[src/rtl/atm_session_ctrl.sv]
// ATM session controller: account database, PIN login with lockout,
// balance/withdraw/deposit/transfer ops, idle timeout, 1-cycle responses.
//
// Ports:
//   clk, reset (sync, active-high)
//   cfg_we/cfg_idx/cfg_pin/cfg_bal   provisioning (IDLE only)
//   card_valid/card_idx              card insert
//   pin_valid/pin                    PIN entry
//   op_valid/op_code/op_amount/op_dest, op_ready   operation request
//   exit                             end session
//   resp_valid/resp_err/resp_balance response pulse
//   session_active                   MENU, EXEC or RESP
module atm_session_ctrl #(
  parameter int NUM_ACCTS = 16,
  parameter int BAL_W     = 16,
  parameter int PIN_W     = 4,
  parameter int MAX_TRIES = 3,
  parameter int TIMEOUT   = 1000,
  localparam int IDX_W    = $clog2(NUM_ACCTS)
) (
  input  logic             clk,
  input  logic             reset,
  input  logic             cfg_we,
  input  logic [IDX_W-1:0] cfg_idx,
  input  logic [PIN_W-1:0] cfg_pin,
  input  logic [BAL_W-1:0] cfg_bal,
  input  logic             card_valid,
  input  logic [IDX_W-1:0] card_idx,
  input  logic             pin_valid,
  input  logic [PIN_W-1:0] pin,
  input  logic             op_valid,
  input  logic [2:0]       op_code,
  input  logic [BAL_W-1:0] op_amount,
  input  logic [IDX_W-1:0] op_dest,
  input  logic             exit,
  output logic             op_ready,
  output logic             resp_valid,
  output logic [2:0]       resp_err,
  output logic [BAL_W-1:0] resp_balance,
  output logic             session_active
);

  localparam int TRY_W = $clog2(MAX_TRIES + 1);
  localparam int TMR_W = $clog2(TIMEOUT + 1);
  localparam logic [IDX_W:0] NUM_L = (IDX_W+1)'(NUM_ACCTS);

  localparam logic [2:0] E_OK    = 3'd0;
  localparam logic [2:0] E_PIN   = 3'd1;
  localparam logic [2:0] E_LOCK  = 3'd2;
  localparam logic [2:0] E_INSUF = 3'd3;
  localparam logic [2:0] E_OVF   = 3'd4;
  localparam logic [2:0] E_ACCT  = 3'd5;
  localparam logic [2:0] E_OP    = 3'd6;
  localparam logic [2:0] E_TMO   = 3'd7;

  typedef enum logic [2:0] {
    S_IDLE, S_PIN, S_MENU, S_EXEC, S_RESP
  } state_e;

  state_e state_q, state_d;

  logic [IDX_W-1:0] idx_q, idx_d;
  logic [2:0]       opc_q, opc_d;
  logic [BAL_W-1:0] amt_q, amt_d;
  logic [IDX_W-1:0] dst_q, dst_d;
  logic [TMR_W-1:0] tmr_q, tmr_d;
  logic             exit_q, exit_d;
  logic             rv_q, rv_d;
  logic [2:0]       re_q, re_d;
  logic [BAL_W-1:0] rb_q, rb_d;

  logic [BAL_W-1:0] bal_q [NUM_ACCTS];
  logic [PIN_W-1:0] pin_q [NUM_ACCTS];
  logic [TRY_W-1:0] try_q [NUM_ACCTS];
  logic [NUM_ACCTS-1:0] lock_q;

  logic [BAL_W-1:0] cur_bal, dst_bal;
  logic [BAL_W:0]   sum_src, sum_dst;
  logic [TRY_W-1:0] try_inc;
  logic [TMR_W-1:0] tmr_inc;
  logic             card_bad, cfg_ok, dst_bad;

  logic             cfg_wr, src_we, dst_we, try_we, lock_set;
  logic [BAL_W-1:0] src_val, dst_val;
  logic [TRY_W-1:0] try_val;

  assign cur_bal  = bal_q[idx_q];
  assign dst_bal  = bal_q[dst_q];
  assign sum_src  = {1'b0, cur_bal} + {1'b0, amt_q};
  assign sum_dst  = {1'b0, dst_bal} + {1'b0, amt_q};
  assign try_inc  = try_q[idx_q] + 1'b1;
  assign tmr_inc  = tmr_q + 1'b1;
  assign card_bad = {1'b0, card_idx} >= NUM_L;
  assign cfg_ok   = {1'b0, cfg_idx} < NUM_L;
  assign dst_bad  = ({1'b0, dst_q} >= NUM_L) || (dst_q == idx_q);

  always_comb begin
    state_d  = state_q;
    idx_d    = idx_q;
    opc_d    = opc_q;
    amt_d    = amt_q;
    dst_d    = dst_q;
    tmr_d    = tmr_q;
    exit_d   = exit_q;
    rv_d     = 1'b0;
    re_d     = re_q;
    rb_d     = rb_q;
    cfg_wr   = 1'b0;
    src_we   = 1'b0;
    src_val  = cur_bal;
    dst_we   = 1'b0;
    dst_val  = dst_bal;
    try_we   = 1'b0;
    try_val  = '0;
    lock_set = 1'b0;
    unique case (state_q)
      S_IDLE: begin
        tmr_d  = '0;
        exit_d = 1'b0;
        cfg_wr = cfg_we && cfg_ok;
        if (card_valid) begin
          if (card_bad) begin
            rv_d = 1'b1; re_d = E_ACCT; rb_d = '0;
          end else if (lock_q[card_idx]) begin
            rv_d = 1'b1; re_d = E_LOCK; rb_d = '0;
          end else begin
            idx_d   = card_idx;
            state_d = S_PIN;
          end
        end
      end
      S_PIN: begin
        if (exit) begin
          state_d = S_IDLE;
        end else if (pin_valid) begin
          tmr_d  = '0;
          try_we = 1'b1;
          if (pin == pin_q[idx_q]) begin
            try_val = '0;
            state_d = S_MENU;
            rv_d = 1'b1; re_d = E_OK; rb_d = cur_bal;
          end else if (try_inc >= TRY_W'(MAX_TRIES)) begin
            try_val  = try_inc;
            lock_set = 1'b1;
            state_d  = S_IDLE;
            rv_d = 1'b1; re_d = E_LOCK; rb_d = '0;
          end else begin
            try_val = try_inc;
            rv_d = 1'b1; re_d = E_PIN; rb_d = '0;
          end
        end else if (tmr_inc == TMR_W'(TIMEOUT)) begin
          state_d = S_IDLE;
          rv_d = 1'b1; re_d = E_TMO; rb_d = '0;
        end else begin
          tmr_d = tmr_inc;
        end
      end
      S_MENU: begin
        if (exit) begin
          state_d = S_IDLE;
        end else if (op_valid) begin
          opc_d   = op_code;
          amt_d   = op_amount;
          dst_d   = op_dest;
          tmr_d   = '0;
          state_d = S_EXEC;
        end else if (tmr_inc == TMR_W'(TIMEOUT)) begin
          state_d = S_IDLE;
          rv_d = 1'b1; re_d = E_TMO; rb_d = cur_bal;
        end else begin
          tmr_d = tmr_inc;
        end
      end
      S_EXEC: begin
        exit_d  = exit_q | exit;
        state_d = S_RESP;
        rv_d    = 1'b1;
        re_d    = E_OK;
        rb_d    = cur_bal;
        case (opc_q)
          3'd0: re_d = E_OK;
          3'd1: begin
            if (amt_q <= cur_bal) begin
              src_we  = 1'b1;
              src_val = cur_bal - amt_q;
              rb_d    = src_val;
            end else begin
              re_d = E_INSUF;
            end
          end
          3'd2: begin
            if (!sum_src[BAL_W]) begin
              src_we  = 1'b1;
              src_val = sum_src[BAL_W-1:0];
              rb_d    = src_val;
            end else begin
              re_d = E_OVF;
            end
          end
          3'd3: begin
            if (dst_bad) begin
              re_d = E_ACCT;
            end else if (amt_q > cur_bal) begin
              re_d = E_INSUF;
            end else if (sum_dst[BAL_W]) begin
              re_d = E_OVF;
            end else begin
              src_we  = 1'b1;
              src_val = cur_bal - amt_q;
              dst_we  = 1'b1;
              dst_val = sum_dst[BAL_W-1:0];
              rb_d    = src_val;
            end
          end
          default: re_d = E_OP;
        endcase
      end
      S_RESP: begin
        tmr_d   = '0;
        state_d = (exit_q || exit) ? S_IDLE : S_MENU;
      end
      default: state_d = S_IDLE;
    endcase
  end

  always_ff @(posedge clk) begin
    if (reset) begin
      state_q <= S_IDLE;
      idx_q   <= '0;
      opc_q   <= '0;
      amt_q   <= '0;
      dst_q   <= '0;
      tmr_q   <= '0;
      exit_q  <= 1'b0;
      rv_q    <= 1'b0;
      re_q    <= '0;
      rb_q    <= '0;
      lock_q  <= '0;
      for (int i = 0; i < NUM_ACCTS; i++) begin
        bal_q[i] <= '0;
        pin_q[i] <= '0;
        try_q[i] <= '0;
      end
    end else begin
      state_q <= state_d;
      idx_q   <= idx_d;
      opc_q   <= opc_d;
      amt_q   <= amt_d;
      dst_q   <= dst_d;
      tmr_q   <= tmr_d;
      exit_q  <= exit_d;
      rv_q    <= rv_d;
      re_q    <= re_d;
      rb_q    <= rb_d;
      if (cfg_wr) begin
        pin_q[cfg_idx]  <= cfg_pin;
        bal_q[cfg_idx]  <= cfg_bal;
        try_q[cfg_idx]  <= '0;
        lock_q[cfg_idx] <= 1'b0;
      end
      if (src_we)   bal_q[idx_q]  <= src_val;
      if (dst_we)   bal_q[dst_q]  <= dst_val;
      if (try_we)   try_q[idx_q]  <= try_val;
      if (lock_set) lock_q[idx_q] <= 1'b1;
    end
  end

  assign op_ready       = (state_q == S_MENU);
  assign session_active = (state_q == S_MENU) ||
                          (state_q == S_EXEC) ||
                          (state_q == S_RESP);
  assign resp_valid     = rv_q;
  assign resp_err       = re_q;
  assign resp_balance   = rb_q;

endmodule

[config.mk]
export PLATFORM = sky130hd
export DESIGN_NAME = atm_session_ctrl
export DESIGN_NICKNAME = d
export VERILOG_FILES = /design/src/rtl/atm_session_ctrl.sv
export SDC_FILE = /design/constraint.sdc
export NUM_CORES = 1
export LEC_CHECK = 0
export BUFFER_PORTS_ARGS = -buffer_cell sky130_fd_sc_hd__buf_2
export CAP_MARGIN = 20
export CORE_ASPECT_RATIO = 1.2
export CORE_MARGIN = 2
export CORE_UTILIZATION = 46
export CTS_CLUSTER_DIAMETER = 50
export DETAILED_ROUTE_END_ITERATION = 10
export MAX_ROUTING_LAYER = met4
export PLACE_DENSITY_LB_ADDON = 0.08
export SYNTH_ARGS = -nofsm -noshare
export SYNTH_HDL_FRONTEND = slang
export SYNTH_SLANG_ARGS = --single-unit
export TNS_END_PERCENT = 5
[constraint.sdc]
create_clock -name clk -period 6.51 [get_ports clk]
set_input_delay 1.953 -clock clk [delete_from_list [all_inputs] [get_ports clk]]
set_output_delay 1.953 -clock clk [all_outputs]
set_load 0.005 [all_outputs]
**Yosys cells after proc, flatten, opt, wreduce, memory -nomap -nowiden**

Memories as Yosys holds them, arrays and structs flattened. A register that Yosys moved wholly into a read port is not among the register bits.
Index checks and enable logic that the tools add are counted.

- Register bits after elaboration: 77
- Bits of input ports: 62
- Word-level logic and storage cells: 210
- Output and inout bits: 22
- RAM bits: 352
- Memories kept: 3

Memories:

| name | words | bits a word | rd ports | clocked after Yosys merged registers in | write ports | line | source |
|---|---|---|---|---|---|---|---|
| bal_q | 16 | 16 | 2 | 2 | 16 | 72 | `logic [BAL_W-1:0] bal_q [NUM_ACCTS];` |
| pin_q | 16 | 4 | 1 | 1 | 16 | 73 | `logic [PIN_W-1:0] pin_q [NUM_ACCTS];` |
| try_q | 16 | 2 | 1 | 1 | 16 | 74 | `logic [TRY_W-1:0] try_q [NUM_ACCTS];` |

- Muxes and demuxes: 135
- $add $sub $neg: 5
- Equal/unequal tests: 19
- Reductions and logical operators: 23
- $lt $le $gt $ge: 8
- Bitwise logic cells: 6

Operators by type and width:

| cell | count |
|---|---|
| two-way mux 16 bit | 26 |
| case mux 16 bit (4 select lines) | 1 |
| two-way mux 3 bit | 20 |
| two-way mux 4 bit | 15 |
| two-way mux 10 bit | 5 |
| case mux 16 bit (3 select lines) | 1 |
| OR reduction 16 bit | 3 |
| two-way mux 1 bit | 47 |
| adder 16 x 16 -> 17 bit | 2 |
| case mux 10 bit (3 select lines) | 1 |
| case mux 3 bit (4 select lines) | 2 |
| two-way mux 2 bit | 10 |
| AND 16 bit | 1 |
| > comparator 16 bit | 1 |
| <= comparator 16 bit | 1 |
| NOT 16 bit | 1 |
| OR 16 bit | 1 |
| subtractor 16 bit | 1 |
| less-than comparator 4 x 5 -> 1 bit (second input constant) | 3 |
| case mux 3 bit (5 select lines) | 1 |
| equality test 3 x 2 -> 1 bit (second input constant) | 4 |
| inequality test 2 bit (second input constant) | 6 |
| AND reduction 3 bit | 4 |
| adder 10 x 1 -> 10 bit (second input constant) | 1 |
| 27 further kinds | 38 |

**Longest topological paths before layout**

- Depth in word-level cells: 11
- Mapped depth: 19
- Depth with buffers taken out: 14

**Least setup slack after synthesis**

No wires, ideal clock.

- Kind: register to register
- Start point: register with a tool-made name
- End point: memory bal_q[6][0], enable pin
- Required time: 6.134 ns
- Setup time: 0.376 ns
- Period minus slack after synthesis: 6.257 ns
- Cell stages (with the launch flop): 19
- Buffers on the path: 5
- Data arrival time: 5.882 ns
- Setup slack: 0.253 ns
- Cells stage by stage: dfxtp_1 buf_2 buf_1 buf_1 mux4_2 mux4_2 ha_1 fa_1 a211o_1 a21o_1 o21a_1 a31oi_2 nor3b_4 nor2_4 a21boi_4 buf_6 a31oi_2 buf_2 nand3b_1

RTL lines:

| element | line |
|---|---|
| end: declaration | 72 |

==> results_dict.tcl <==
set metrics [dict create \
    crit_chain "buf_12 -> mux4_2 -> mux4_2 -> ha_1 -> a21oi_1 -> o21ai_1 -> a221oi_1 -> and3_2 -> nor3b_4 -> o31ai_4 -> buf_4 -> nor3_1 -> nor2_2 -> nand3b_1 -> buf_4" \
    dr.pass1.iters 6 \
    cts.htree.levels 2 \
    fin_nets 2344 \
    power_switching_mw 1.89 \
    diodes 0 \
    p_int_mw 5.17 \
    dpl_cell_area_um2 27200 \
    numPortBuffers 83 \
    maxSlewViolCount 0 \
    critPathMaxStageDelay_ps 570 \
    dieHeight_um 263 \
    cts_tree "yes" \
    antenna_found_initial 0 \
    drive_gt1_share_pct 24.3 \
    fp.dieW_um 220 \
    power.switching_fraction_pct 26.7 \
    ys_seq_area_share_pct 47.7 \
    outcome "completed" \
    yosysWarnings 0 \
    setup_viol_count_final 0 \
    row_count 94 \
    cp.required_ps 6880 \
    syn_to_final_growth_pct 12.8 \
    critPathSlowestCell "mux4_2" \
    cts.reportedPaths.clkPinSlew_ps 60 \
    netlist_area_um2 25700 \
    die_area_um2 57800 \
    clock_sinks 437 \
    hpwl_mm 65.5 \
    core_area_um2 55000 \
    globalplace.congestion 0.946 \
    path_max_fanout 41 \
    final_cell_mix "edfxtp_1, o22ai_1, mux4_2" \
    drtAntennaViolNets 0 \
    grt_pass1_wl_mm 137 \
    setup.worst_path.class "register to register" \
    synth-main-ff-cell "edfxtp_1" \
    grt_max_degree 75 \
    io_pins 84 \
    power.share.clock_pct 42.8 \
    leakagePower_nw 10.0 \
    worst-path-buf-inv 3 \
    crit_family "compound AO/OA/AOI/OAI gates" \
    cts_made_buffers 54 \
    overflow 0 \
    critPathLaunchType "register" \
    postCtsHoldBufs 0 \
    final_area_um2 29000 \
    fmax_mhz 165 \
    pwr-share-comb_pct 12.3 \
    ys_seq_elements 437 \
    first_global_vias 20300 \
    synthArstFlopShare_pct 0 \
    hold_path_class "register to register" \
    final_common_cell "edfxtp_1" \
    worst_pin_slew_ps 1030 \
    drtIter0Drc 2601 \
    period_minus_slack_ps 6070 \
    cts-root-buf "clkbuf_16" \
    yosysUniqueCellTypes 89 \
    wl_mm 94.5 \
    synth_nets 2262 \
    fin_setup_tns_ps 0 \
    vdd_drop_max_uv 218 \
    drcViolationCount 0 \
    grt_setup_unrepaired "no" \
    initial_core_util_pct 46.7 \
    relSlewSlack_pct 30.9 \
    arrival_ps 6430 \
    postCtsSetupBuffers 0 \
    ctsResizeCount 0 \
    wire_per_inst_um 31.6 \
    synth_cells 2147 \
    power_per_cell_area_nw_per_um2 243 \
    clk_latency_ps 630 \
    maxCapViolations 0 \
    num_vias 20600 \
    synth-edff-count 352 \
    postSynthAreaPerCell_um2 12.0 \
    ctsLongestPathBuffers 3 \
    end_kind "register" \
    fill_cells 4851 \
    viasPerCell 6.88 \
    skew_ps 24.4 \
    gr-usage-all-layers_pct 33.5 \
    finalCritPeriodShare_pct 93.2 \
    sequentialPowerShare_pct 44.9 \
    hold_violations 0 \
]
[power groups by stage]
| stage | sequential (mW) | combinational [mW] | clock, mW |
|---|---|---|---|
| floorplan | 3.19 | 0.571 | 0 |
| global placement | 3.22 | 0.842 | 0 |
| detailed placement | 3.22 | 0.845 | 0 |
| CTS | 3.17 | 0.847 | 3.05 |
| global route | 3.18 | 0.910 | 3.15 |
| finish | 3.17 | 0.865 | 3.02 |
[cell families after synthesis]
group | count (synthesis) | synth area share [%]
compound gates | 596 | 15.6
fa+ha+maj | 53 | 2.67
flops | 437 | 47.7
mux | 223 | 17.6
buf+inv | 252 | 4.45
xor+xnor | 37 | 1.26
simple gates | 549 | 10.7
[Yosys cell counts, drive strengths merged, types with 41 or more instances]
cell type  instances  share of area [%]
a21oi             85                1.8
and2              46                1.1
buf              101                2.2
clkbuf            87                1.3
dfxtp             85                6.6
edfxtp           352                 41
ha                50                2.4
inv               64               0.93
mux4             180                 16
nand2            148                2.2
nand3             41               0.80
nor2             129                1.9
o21ai             70                1.4
o22ai            267                6.5
[through the flow]
stage / std cells / setup slack, ps / total power, mW / utilization (%) / hold slack [ps]
CTS: 2990 / 544 / 7.06 / 52.7 / 461
detailed placement: 2891 / 571 / 4.07 / 49.5 / 448
global placement: 2891 / 671 / 4.06 / 49.5 / 440
finish: 2992 / 445 / 7.06 / 52.7 / 459
global route: 2992 / 279 / 7.23 / 52.7 / 498
floorplan: 2147 / 253 / 3.76 / - / 430
[cell type report]
class	instances	area, um^2	share of cell area (%)
Multi-Input combinational cell	1458	12300	42.4
Sequential cell	437	12300	42.3
Timing Repair Buffer	214	1510	5.20
Clock buffer	63	1430	4.92
Tap cell	720	901	3.11
Clock inverter	36	337	1.16
Inverter	64	240	0.828
[layer usage]
layer / global-route usage [%] / routed length (um) / vias up
li1: - / - / 8681
met1: 42.4 / 34700 / 10400
met2: 52.2 / 45300 / 1259
met3: 6.18 / 9420 / 289
met4: 15.7 / 5120 / 0
met5: - / 0 / -
[flip-flops by register name, summed over array words and instances (netlist names), named ones only]
signal        cells
exit_q            1
dst_q             4
state_q           3
tmr_q            10
resp_valid        1
resp_balance     16
opc_q             3
resp_err          3
try_q            32
idx_q             4
bal_q           256
pin_q            64
lock_q           16
amt_q            16
[worst register-to-register path, cell delays in order (launching register included)]
cell	delay, ps
dfxtp_4	390
buf_12	310
mux4_2	640
mux4_2	570
ha_1	500
a21oi_1	310
o21ai_1	150
a221oi_1	430
and3_2	330
nor3b_4	100
o31ai_4	530
buf_4	280
nor3_1	70
nor2_2	200
nand3b_1	560
buf_4	450
[worst paths after layout]
path,startpoint,to,slack [ps],depth (start not counted)
setup / recovery,register,bal_q[5][1],440,15
hold / removal,lock_q[12],lock_q[12],460,2
setup reg to reg,register,bal_q[5][1],440,15
hold reg to reg,lock_q[12],lock_q[12],460,2
No activity file was read; power rests on OpenSTA's default activity.
